==> src/rtl/nrs_gold_seq_gen.sv <==
// Gold-sequence generator for the NB-IoT NRS: seeds x1/x2 from cinit, discards the
// warm-up plus offset, then hands out c(2m), c(2m+1) pairs over valid/ready.
module nrs_gold_seq_gen #(
  parameter int NC           = 1600,
  parameter int OFFSET_PAIRS = 109,
  parameter int NUM_PAIRS    = 2,
  parameter int CNT_W        = 10
) (
  input  logic        clk,
  input  logic        rst,
  input  logic        cinit_valid,
  input  logic [27:0] cinit,
  output logic        busy,
  output logic [1:0]  c_out,
  output logic        c_valid,
  input  logic        c_ready,
  output logic        done
);

  typedef enum logic [1:0] {
    IDLE    = 2'd0,
    ADVANCE = 2'd1,
    EMIT    = 2'd2
  } state_t;

  localparam logic [CNT_W-1:0] ADV_LOAD  = CNT_W'(NC / 2 + OFFSET_PAIRS - 1);
  localparam logic [CNT_W-1:0] EMIT_LOAD = CNT_W'(NUM_PAIRS - 1);
  localparam logic [CNT_W-1:0] CNT_ONE   = CNT_W'(1);
  localparam logic [CNT_W-1:0] CNT_ZERO  = CNT_W'(0);

  // Bit 0 is the oldest sample, so each single shift appends the new sample at bit 30.
  function automatic logic [30:0] x1_step2(input logic [30:0] r);
    logic [30:0] s;
    s = {r[3] ^ r[0], r[30:1]};
    return {s[3] ^ s[0], s[30:1]};
  endfunction

  function automatic logic [30:0] x2_step2(input logic [30:0] r);
    logic [30:0] s;
    s = {r[3] ^ r[2] ^ r[1] ^ r[0], r[30:1]};
    return {s[3] ^ s[2] ^ s[1] ^ s[0], s[30:1]};
  endfunction

  state_t           state_r, state_s;
  logic [30:0]      x1_r, x1_s;
  logic [30:0]      x2_r, x2_s;
  logic [CNT_W-1:0] cnt_r, cnt_s;
  logic [1:0]       c_out_r, pair_s;
  logic             c_valid_r, busy_r, done_r, done_s;

  // Next-state, LFSR advance and step-counter logic.
  always_comb begin
    state_s = state_r;
    x1_s    = x1_r;
    x2_s    = x2_r;
    cnt_s   = cnt_r;
    done_s  = 1'b0;
    case (state_r)
      IDLE: begin
        if (cinit_valid) begin
          x1_s    = 31'h0000_0001;
          x2_s    = {3'b000, cinit};
          cnt_s   = ADV_LOAD;
          state_s = ADVANCE;
        end else begin
          state_s = IDLE;
        end
      end
      ADVANCE: begin
        x1_s = x1_step2(x1_r);
        x2_s = x2_step2(x2_r);
        if (cnt_r == CNT_ZERO) begin
          cnt_s   = EMIT_LOAD;
          state_s = EMIT;
        end else begin
          cnt_s = cnt_r - CNT_ONE;
        end
      end
      EMIT: begin
        if (c_ready) begin
          x1_s = x1_step2(x1_r);
          x2_s = x2_step2(x2_r);
          if (cnt_r == CNT_ZERO) begin
            state_s = IDLE;
            done_s  = 1'b1;
          end else begin
            cnt_s = cnt_r - CNT_ONE;
          end
        end else begin
          state_s = EMIT;
        end
      end
      default: begin
        state_s = IDLE;
      end
    endcase
    pair_s = {x1_s[1] ^ x2_s[1], x1_s[0] ^ x2_s[0]};
  end

  // State and output registers; the pair is captured from the post-step LFSR contents.
  always_ff @(posedge clk) begin
    if (rst) begin
      state_r   <= IDLE;
      x1_r      <= 31'd0;
      x2_r      <= 31'd0;
      cnt_r     <= CNT_ZERO;
      c_out_r   <= 2'b00;
      c_valid_r <= 1'b0;
      busy_r    <= 1'b0;
      done_r    <= 1'b0;
    end else begin
      state_r   <= state_s;
      x1_r      <= x1_s;
      x2_r      <= x2_s;
      cnt_r     <= cnt_s;
      c_out_r   <= (state_s == EMIT) ? pair_s : 2'b00;
      c_valid_r <= (state_s == EMIT);
      busy_r    <= (state_s != IDLE);
      done_r    <= done_s;
    end
  end

  assign busy    = busy_r;
  assign c_out   = c_out_r;
  assign c_valid = c_valid_r;
  assign done    = done_r;

endmodule

==> config.mk <==
export PLATFORM = sky130hd
export DESIGN_NAME = nrs_gold_seq_gen
export DESIGN_NICKNAME = d
export VERILOG_FILES = /design/src/rtl/nrs_gold_seq_gen.sv
export SDC_FILE = /design/constraint.sdc
export NUM_CORES = 1
export LEC_CHECK = 0
export CAP_MARGIN = 20
export CORE_UTILIZATION = 55
export CTS_CLUSTER_SIZE = 14
export DETAILED_ROUTE_END_ITERATION = 7
export DONT_BUFFER_PORTS = 1
export HOLD_SLACK_MARGIN = 0.12
export PLACE_DENSITY = 0.71
export SLEW_MARGIN = 20
export SYNTH_ARGS = -nofsm -noshare
export SYNTH_HDL_FRONTEND = slang
export SYNTH_SLANG_ARGS = --single-unit
==> constraint.sdc <==
create_clock -name clk -period 5.2 [get_ports clk]
set_input_delay 1.3 -clock clk [delete_from_list [all_inputs] [get_ports clk]]
set_output_delay 1.3 -clock clk [all_outputs]
set_load 0.05 [all_outputs]
; Word-level counts from Yosys, hierarchy flattened
; Cells that the tools add are included.
[totals]
wordCells = 55
input_bits = 32
register_bits = 79
[classes]
reduce_logical = 8
muxes = 17
addsub = 1
eq_ne = 6
bitwise = 13
[op_table]
columns = cell, count
row1 = $pmux W31 S3, 2
row2 = $mux W31, 4
row3 = $mux W10, 4
row4 = $pmux W10 S3, 1
row5 = $logic_not A10 Y1, 1
row6 = $sub A10 B1 Y10 const B, 1
row7 = $xor A1 B1 Y1, 10
row8 = $mux W2, 3
row9 = $ne A2 B2 Y1 const B, 3
row10 = $pmux W2 S3, 1
row11 = $eq A2 B2 Y1 const B, 2
row12 = $reduce_and A4 Y1, 1
row13 = $not A1 Y1, 3
row14 = $reduce_and A3 Y1, 1
row15 = $reduce_bool A3 Y1, 1
row16 = $reduce_or A3 Y1, 1
row17 = $eq A2 B1 Y1 const B, 1
row18 = $logic_not A2 Y1, 1
row19 = $mux W1, 2
row20 = $reduce_bool A2 Y1, 1
row21 = $reduce_or A2 Y1, 1

; Logic depth before layout (Yosys ltp)
[depth]
depth_word = 7
mapped_depth = 10

; Worst setup path after synthesis
; Ideal clock, no wire load.
[synth_path]
path_type = input to register
start = input rst
end = register cnt_r[6]
setup_ns = 0.058
n_path_buf = 1
arrival_ns = 2.439
stages = 5
slack_ns = 2.702
required_time_ns = 5.142
path_cell_list = clkbuf_1 -> nor4_1 -> o2111ai_1 -> nor4_1 -> a211o_1
[synth_rtl]
columns = element, line
row1 = from (decl), 10  ; input logic rst,
row2 = to (signal assigned), 115  ; cnt_r <= cnt_s;
row3 = to (decl), 47  ; logic [CNT_W-1:0] cnt_r, cnt_s;

; Final worst setup path
[layout_path]
start = register state_r[0]
end = register cnt_r[9]
[layout_via]
elab_chain_cells = 3
elab_cells_between_ends = 9
[layout_lines]
columns = element, line
row1 = from (decl), 44  ; state_t state_r, state_s;
row2 = from (signal assigned), 112  ; state_r <= state_s;
row3 = "$eq A2 B2 Y1, or another cell as far along", 58  ; case (state_r)
row4 = $ne A2 B2 Y1 (no line) / $reduce_bool A3 Y1 (equally long branches), -
row5 = $reduce_and A4 Y1 (no line), -
; Several ways; a longest one is shown, not always the timed one.
; A chain may end at the register's enable or synchronous reset.

==> reports/metrics.cfg <==
[global_routing]
grt_max_degree = 73
grt.total_usage = 0.2135
grt.overflow.total = 0
grt_antenna_before_repair = 0
grt_pass1_wl_um = 10720
grt_pass1_vias = 2354

[placement]
pre_cts_slack_ps = 2067
dp_hpwl_um = 4173
gp_congestion = 0.8206
io_buffers = 0

[clock_tree]
cts_hold_buf = 0
path_clk_slew_ps = 80
clk_latency_ps = 340
clockBufferDepth = 2
htree_levels = 3
cts_tree = built
post_cts_resized = 0
cts_setup_buffers = 0
cts_made_buffers = 9
clock-sinks = 79
root_buffer = clkbuf_8

[setup_path]
crit_chain = inv_1 -> ha_1 -> nor2b_4 -> or3_2 -> o41ai_1 -> a211o_1 -> o211ai_1
cp.arrival_ps = 3080
crit_type = reg -> reg
rrSetupSlack_ps = 2340
timing.rr.end = cnt_r[9]
crit_slowest_cell = or3_2
slowest_delay_ps = 880
r2r_cells = 7
worstSetupStartpointType = flop
r2r_start = state_r[0]
worst-path-buf-inv = 1
cp_max_fo = 61
path_delay_family = simple AND/OR/NAND/NOR gates
cp-end-kind = flop
required_ps = 5410

[synth]
syn_avg_cell_area_um2 = 9.014
synth_seq_cells = 79
ys_types = 50
async_reset_ff_frac = 0
yosysWarningCount = 0
ys.flop_type = dfxtp_1
synth_edf_count = 0
seq_area_frac_synth = 0.4716
syn_inst = 372
syn-num-nets = 410
netlist_area_mm2 = 0.003353

[sta]
clock_skew_ps = 6.358
rsz0062_at_grt = no
slew_headroom = 0.2914
setup_viol = 0
finalWorstSetupSlack_ps = 2339
layout_min_cycle_time_ps = 2861
drv_slew = 0
worst_pin_slew_ps = 1063
tns_ps = 0
hold_viol_final = 0
period_share = 0.5503
max_freq_mhz = 349.5

[drt]
drt_iter0_markers = 222
highest_layer = met4
via_per_inst = 6.233
wl_met3_um = 332
met2_length_um = 3152
wl_met1_um = 3202
drtPass1Iterations = 4
routedWlPerCell_um = 15.64
drtAntennaViolNets = 0
remaining_drc_errors = 0
vias = 2705
wirelength_um = 6789

[floorplanning]
die_area_mm2 = 0.006413
io_pins = 37
die_x_um = 80.08
row_count = 28
die_h_um = 80.08
coreArea_mm2 = 0.005886
initial_core_util = 0.5697

[power_and_ir_drop]
p_seq_frac = 0.472
vdd_drop_max_mv = 0.2193
swShare = 0.2683
p_per_area_mw_per_mm2 = 394.3
p_int_mw = 1.039
p_leak_nw = 1.334
power_frac_comb = 0.140
p_switching_mw = 0.3809
clockPowerShare = 0.388
finalPower_mw = 1.420

[worst_hold_path]
hold_end = cnt_r[1]
hold_depth = 2
hold_start = cnt_r[1]
min_path_type = reg -> reg

[final_layout]
syn_to_final_growth_pct = 7.388
antenna_cells = 0
multi_input_area_mm2 = 0.001625
final_common_cell = dfxtp_1
ff_latch_area_mm2 = 0.001582
final_cell_mix = dfxtp_1 (79), nor2_1 (68), a22oi_1 (33)
layout.nets = 392
num-fill-cells = 534
drive_gt1_frac = 0.08914

[outcome]
outcome = completed

[run]
maxCapViolations = 0

==> worst max-delay path by stage <==
stage | startpoint | end | slack [ps] | cells past startpoint
after floorplan | rst | cnt_r[6] | 2700 | 5
after global placement | c_ready | x1_r[14] | 2100 | 6
after detailed placement | c_ready | x1_r[3] | 2070 | 6
after CTS | state_r[0] | x2_r[30] | 2360 | 8
after global routing | state_r[0] | cnt_r[9] | 2120 | 7
final | state_r[0] | cnt_r[9] | 2340 | 7
==> cell usage after synthesis (all sizes together), types with 2 or more instances <==
| cell type | number | area share |
|---|---|---|
| dfxtp | 79 | 0.47 |
| nor2 | 68 | 0.076 |
| nor3 | 34 | 0.052 |
| a22oi | 33 | 0.074 |
| a221oi | 27 | 0.071 |
| clkbuf | 17 | 0.019 |
| buf | 15 | 0.020 |
| a21oi | 9 | 0.016 |
| inv | 7 | 0.0078 |
| nand2 | 7 | 0.0078 |
| o21ai | 7 | 0.010 |
| ha | 6 | 0.022 |
| nand3 | 6 | 0.010 |
| a211o | 5 | 0.013 |
| nor4 | 5 | 0.011 |
| nor2b | 4 | 0.0097 |
| or3 | 4 | 0.0090 |
| xnor2 | 4 | 0.010 |
| xor2 | 4 | 0.010 |
| a32o | 3 | 0.0090 |
| and2 | 3 | 0.0056 |
| o211ai | 3 | 0.0067 |
| nand4 | 2 | 0.0037 |
| o31a | 2 | 0.0052 |
| o41ai | 2 | 0.0052 |
==> state kept, by name, summed over array words and instances (netlist names) <==
| signal | count |
|---|---|
| c_valid | 1 |
| cnt_r | 10 |
| c_out | 2 |
| done | 1 |
| x1_r | 31 |
| x2_r | 31 |
| state_r | 2 |
| busy | 1 |
==> cell type report <==
type / instances / share of cell area
Tap cell: 75 / 0.02606
Clock buffer: 10 / 0.03544
Sequential cell: 79 / 0.4392
Inverter: 7 / 0.007297
Timing Repair Buffer: 3 / 0.008339
Multi-Input combinational cell: 254 / 0.4514
Clock inverter: 6 / 0.03231
==> metrics by stage <==
step | std cells | area (um2) | util | hold WS (ps)
after floorplan | 372 | 3353 | - | 440.7
after global placement | 417 | 3342 | 0.5678 | 459.9
after detailed placement | 417 | 3342 | 0.5678 | 471.6
after CTS | 433 | 3586 | 0.6093 | 488.8
after global routing | 434 | 3601 | 0.6118 | 515.4
final | 434 | 3601 | 0.6118 | 481.2
==> kinds of logic after synthesis <==
logic type	count (synthesis)	synth area share
adder cells (fa/ha/maj)	6	0.02239
AO/OA/AOI/OAI	100	0.2317
AND/OR/NAND/NOR	140	0.2067
flip-flops	79	0.4716
XOR/XNOR	8	0.02089
buffers and inverters	39	0.04664
==> worst reg2reg max path: stages, from the launching register on <==
cell and delay [ps]:
dfxtp_1 430, inv_1 90, ha_1 360, nor2b_4 210, or3_2 880, o41ai_1 540
a211o_1 150, o211ai_1 80
==> per-layer routing <==
metal  GRT usage  vias to the layer above
met5           0                        -
met4     0.09464                        0
met3     0.05000                       11
met2      0.3265                       59
met1      0.2859                     1292
li1            -                     1343
==> power groups by stage <==
stage	registers [mW]	clock network, mW	logic (mW)
floorplan	0.677	0	0.172
global placement	0.683	0	0.192
detailed placement	0.685	0	0.196
CTS	0.670	0.562	0.196
global route	0.674	0.590	0.222
finish	0.671	0.551	0.198
(Power assumes the default switching activity.)
==> variant, RTL diff (same settings) <==
Take the reset off `x2_r` and load it in a clocked block of its own.
--- a/src/rtl/nrs_gold_seq_gen.sv
+++ b/src/rtl/nrs_gold_seq_gen.sv
@@ -102,7 +102,6 @@
     if (rst) begin
       state_r   <= IDLE;
       x1_r      <= 31'd0;
-      x2_r      <= 31'd0;
       cnt_r     <= CNT_ZERO;
       c_out_r   <= 2'b00;
       c_valid_r <= 1'b0;
@@ -111,13 +110,16 @@
     end else begin
       state_r   <= state_s;
       x1_r      <= x1_s;
-      x2_r      <= x2_s;
       cnt_r     <= cnt_s;
       c_out_r   <= (state_s == EMIT) ? pair_s : 2'b00;
       c_valid_r <= (state_s == EMIT);
       busy_r    <= (state_s != IDLE);
       done_r    <= done_s;
     end
+  end
+
+  always_ff @(posedge clk) begin
+    x2_r <= x2_s;
   end
 
   assign busy    = busy_r;
Function: same outputs for any inputs over 10 cycles, from zero or initial values and one cycle with rst high; that may be too few to reach the edited logic, so the function may still have changed.
==> variant against the original RTL <==
Clock skew increased by 0.0037 ns; final area fell by 0.69%; die area up 0.26%; largest cell class is now sequential cells; synthesized cell count is 15% lower; sequential cell count is the same; synthesized area grew 0.26%; routed wire length decreased by 7.0%; core utilization is 0.78 points lower; combinational power decreased by 4%; total power is 4.6% lower; setup slack got worse by 0.0036 ns; sequential power rose by 8.3%; via count down 10%.
==> variant: results (changes against the original RTL) <==
| Metric | Value |
|---|---|
| Outcome | complete, no violations |
| Clock root cell | clkbuf_8 |
| Register area share after synthesis | 55.7% (+8.5 points) |
| Post-layout net count | 346 (-12%) |
| Syn nets | 355 (-13%) |
| Netlist cell types | 52 (+4.0%) |
| Vias | 2430 (-10%) |
| Clock skew | 0.0101 ns (+0.00370 ns) |
| Worst-path clk slew | 0.08 ns (about the same) |
| Largest stage delay, worst path | 0.54 ns (-0.34 ns) |
| Iteration-0 DRC Markers | 282 (+27%) |
| Maximum fanout along the worst path | 26 (-57%) |
| Wire per inst | 16.3 um (+4.0%) |
| Largest cells by area after synthesis | dfxtp_1 (30%), edfxtp_1 (26%), a22oi_1 (6.9%), a22o_1 (6.8%), nor2_1 (4.7%) |
| Vias in the first global route | 2100 (-11%) |
| Static Leak | 1.28 nW (-4.0%) |
| Routability cong. | 0.854 (+4.1%) |
| PostCTS Resize Cnt | 0 (unchanged) |
| H-tree Lvls | 3 (unchanged) |
| Switch Pwr | 0.362 mW (-4.8%) |
| CTS Buf Count | 9 (unchanged) |
| DP Cell Count | 372 (-11%) |
| Ys flop type | dfxtp_1 |
| Worst Tran Pin Value | 0.959 ns (-0.104 ns) |
| Total track usage | 20.9% (-0.46 points) |
| VDD IR max | 0.239 mV (+8.8%) |
| Post-synth EDFFs | 29 (+29) |
| Largest net degree at the start of global routing | 47 (-36%) |
| Hold Crit Class | register to register |
| Yosys warns | 0 (unchanged) |
| Layout cells sized above 1 | 8.63% (-0.29 points) |
| Final setup vio count | 0 (unchanged) |
| Synthesized area per cell | 10.6 um^2 (+18%) |
| Vias per inst | 6.26 (+0.48%) |
| # diodes | 0 (unchanged) |
| Post-route ant nets | 0 (unchanged) |
| Arrival time at the worst endpoint | 3.14 ns (+0.06 ns) |
| Slowest cell on crit path | or3_1 |
| Drt first pass iters | 5 (+1) |
| First-pass GRT wire length | 10200 um (-5.2%) |
| Synth cell count leaders | dfxtp_1 (50), nor2_1 (42), a22oi_1 (31) |
| DP Area | 3380 um^2 (+1.2%) |
| DP Wirelength | 4040 um (-3.1%) |
[variant: cell count changes after synthesis, moves of 4 or more]
cell,delta
nor2_1,-26
nor3_1,-23
a22o_1,+26
a21oi_1,+8
a221oi_1,-27
edfxtp_1,+29
buf_2,-4
dfxtp_1,-29
a211o_1,-4
[variant: logic make-up (layout without fill, tap and decap cells)]
| group | Yosys count | count (layout) | synth area share, % |
|---|---|---|---|
| adder cells (fa/ha/maj) | 6 | 6 | 2.23 |
| AND/OR/NAND/NOR | 90 | 90 | 13.3 |
| AO/OA/AOI/OAI | 102 | 102 | 22.8 |
| buffers and inverters | 32 | 28 | 3.94 |
| flip-flops | 79 | 79 | 55.7 |
| XOR/XNOR | 8 | 8 | 2.08 |
[variant: final timing paths]
path,startpoint,end,slack (ns),depth (start not counted)
hold / removal,x1_r[6]$_SDFFE_PP0P_,x1_r[4]$_SDFFE_PP0P_,0.49,2
hold reg to reg,x1_r[6]$_SDFFE_PP0P_,x1_r[4]$_SDFFE_PP0P_,0.49,2
setup reg to reg,state_r[0]$_SDFF_PP0_,cnt_r[1]$_SDFFE_PP0P_,2.34,8
setup / recovery,state_r[0]$_SDFF_PP0_,cnt_r[1]$_SDFFE_PP0P_,2.34,8
[variant: worst min-delay path, cell delays in order, from the launching register on]
cell and delay [ns]:
dfxtp_1 0.33, a22oi_1 0.06, nor2_1 0.07
[variant: layer usage]
metal / vias up / GRT usage, % / share of wire, %
met5: - / 0 / 0
met4: 0 / 9.64 / 1.9
met3: 13 / 4.20 / 4.7
met2: 83 / 30.0 / 43
met1: 1173 / 30.0 / 50
li1: 1161 / - / -
[variant: through the flow]
stage | power [mW] | hold slack (ns) | setup slack [ns] | utilization, %
after detailed placement | 0.926 | 0.482 | 2.06 | 57.1
after global placement | 0.923 | 0.464 | 2.12 | 57.1
after CTS | 1.36 | 0.497 | 2.34 | 60.3
after floorplan | 0.890 | 0.451 | 2.17 | -
final | 1.35 | 0.486 | 2.34 | 60.4
after global routing | 1.41 | 0.511 | 2.17 | 60.4
[variant: area by class of cell]
class | count | area (um^2)
clock inverter | 5 | 57.6
fill | 505 | 2340
inverter | 9 | 33.8
timing repair buffer | 3 | 22.5
clock buffer | 11 | 131
tap | 75 | 93.8
multi-input combinational | 206 | 1370
sequential | 79 | 1870
[variant: power by group through the flow]
stage	Sequential (mW)	Combinational (mW)	Clock [mW]
2_1_floorplan	0.733	0.158	0
3_3_place_gp	0.739	0.184	0
3_5_place_dp	0.740	0.186	0
4_1_cts	0.726	0.188	0.446
5_1_grt	0.732	0.211	0.472
6_report	0.727	0.190	0.438
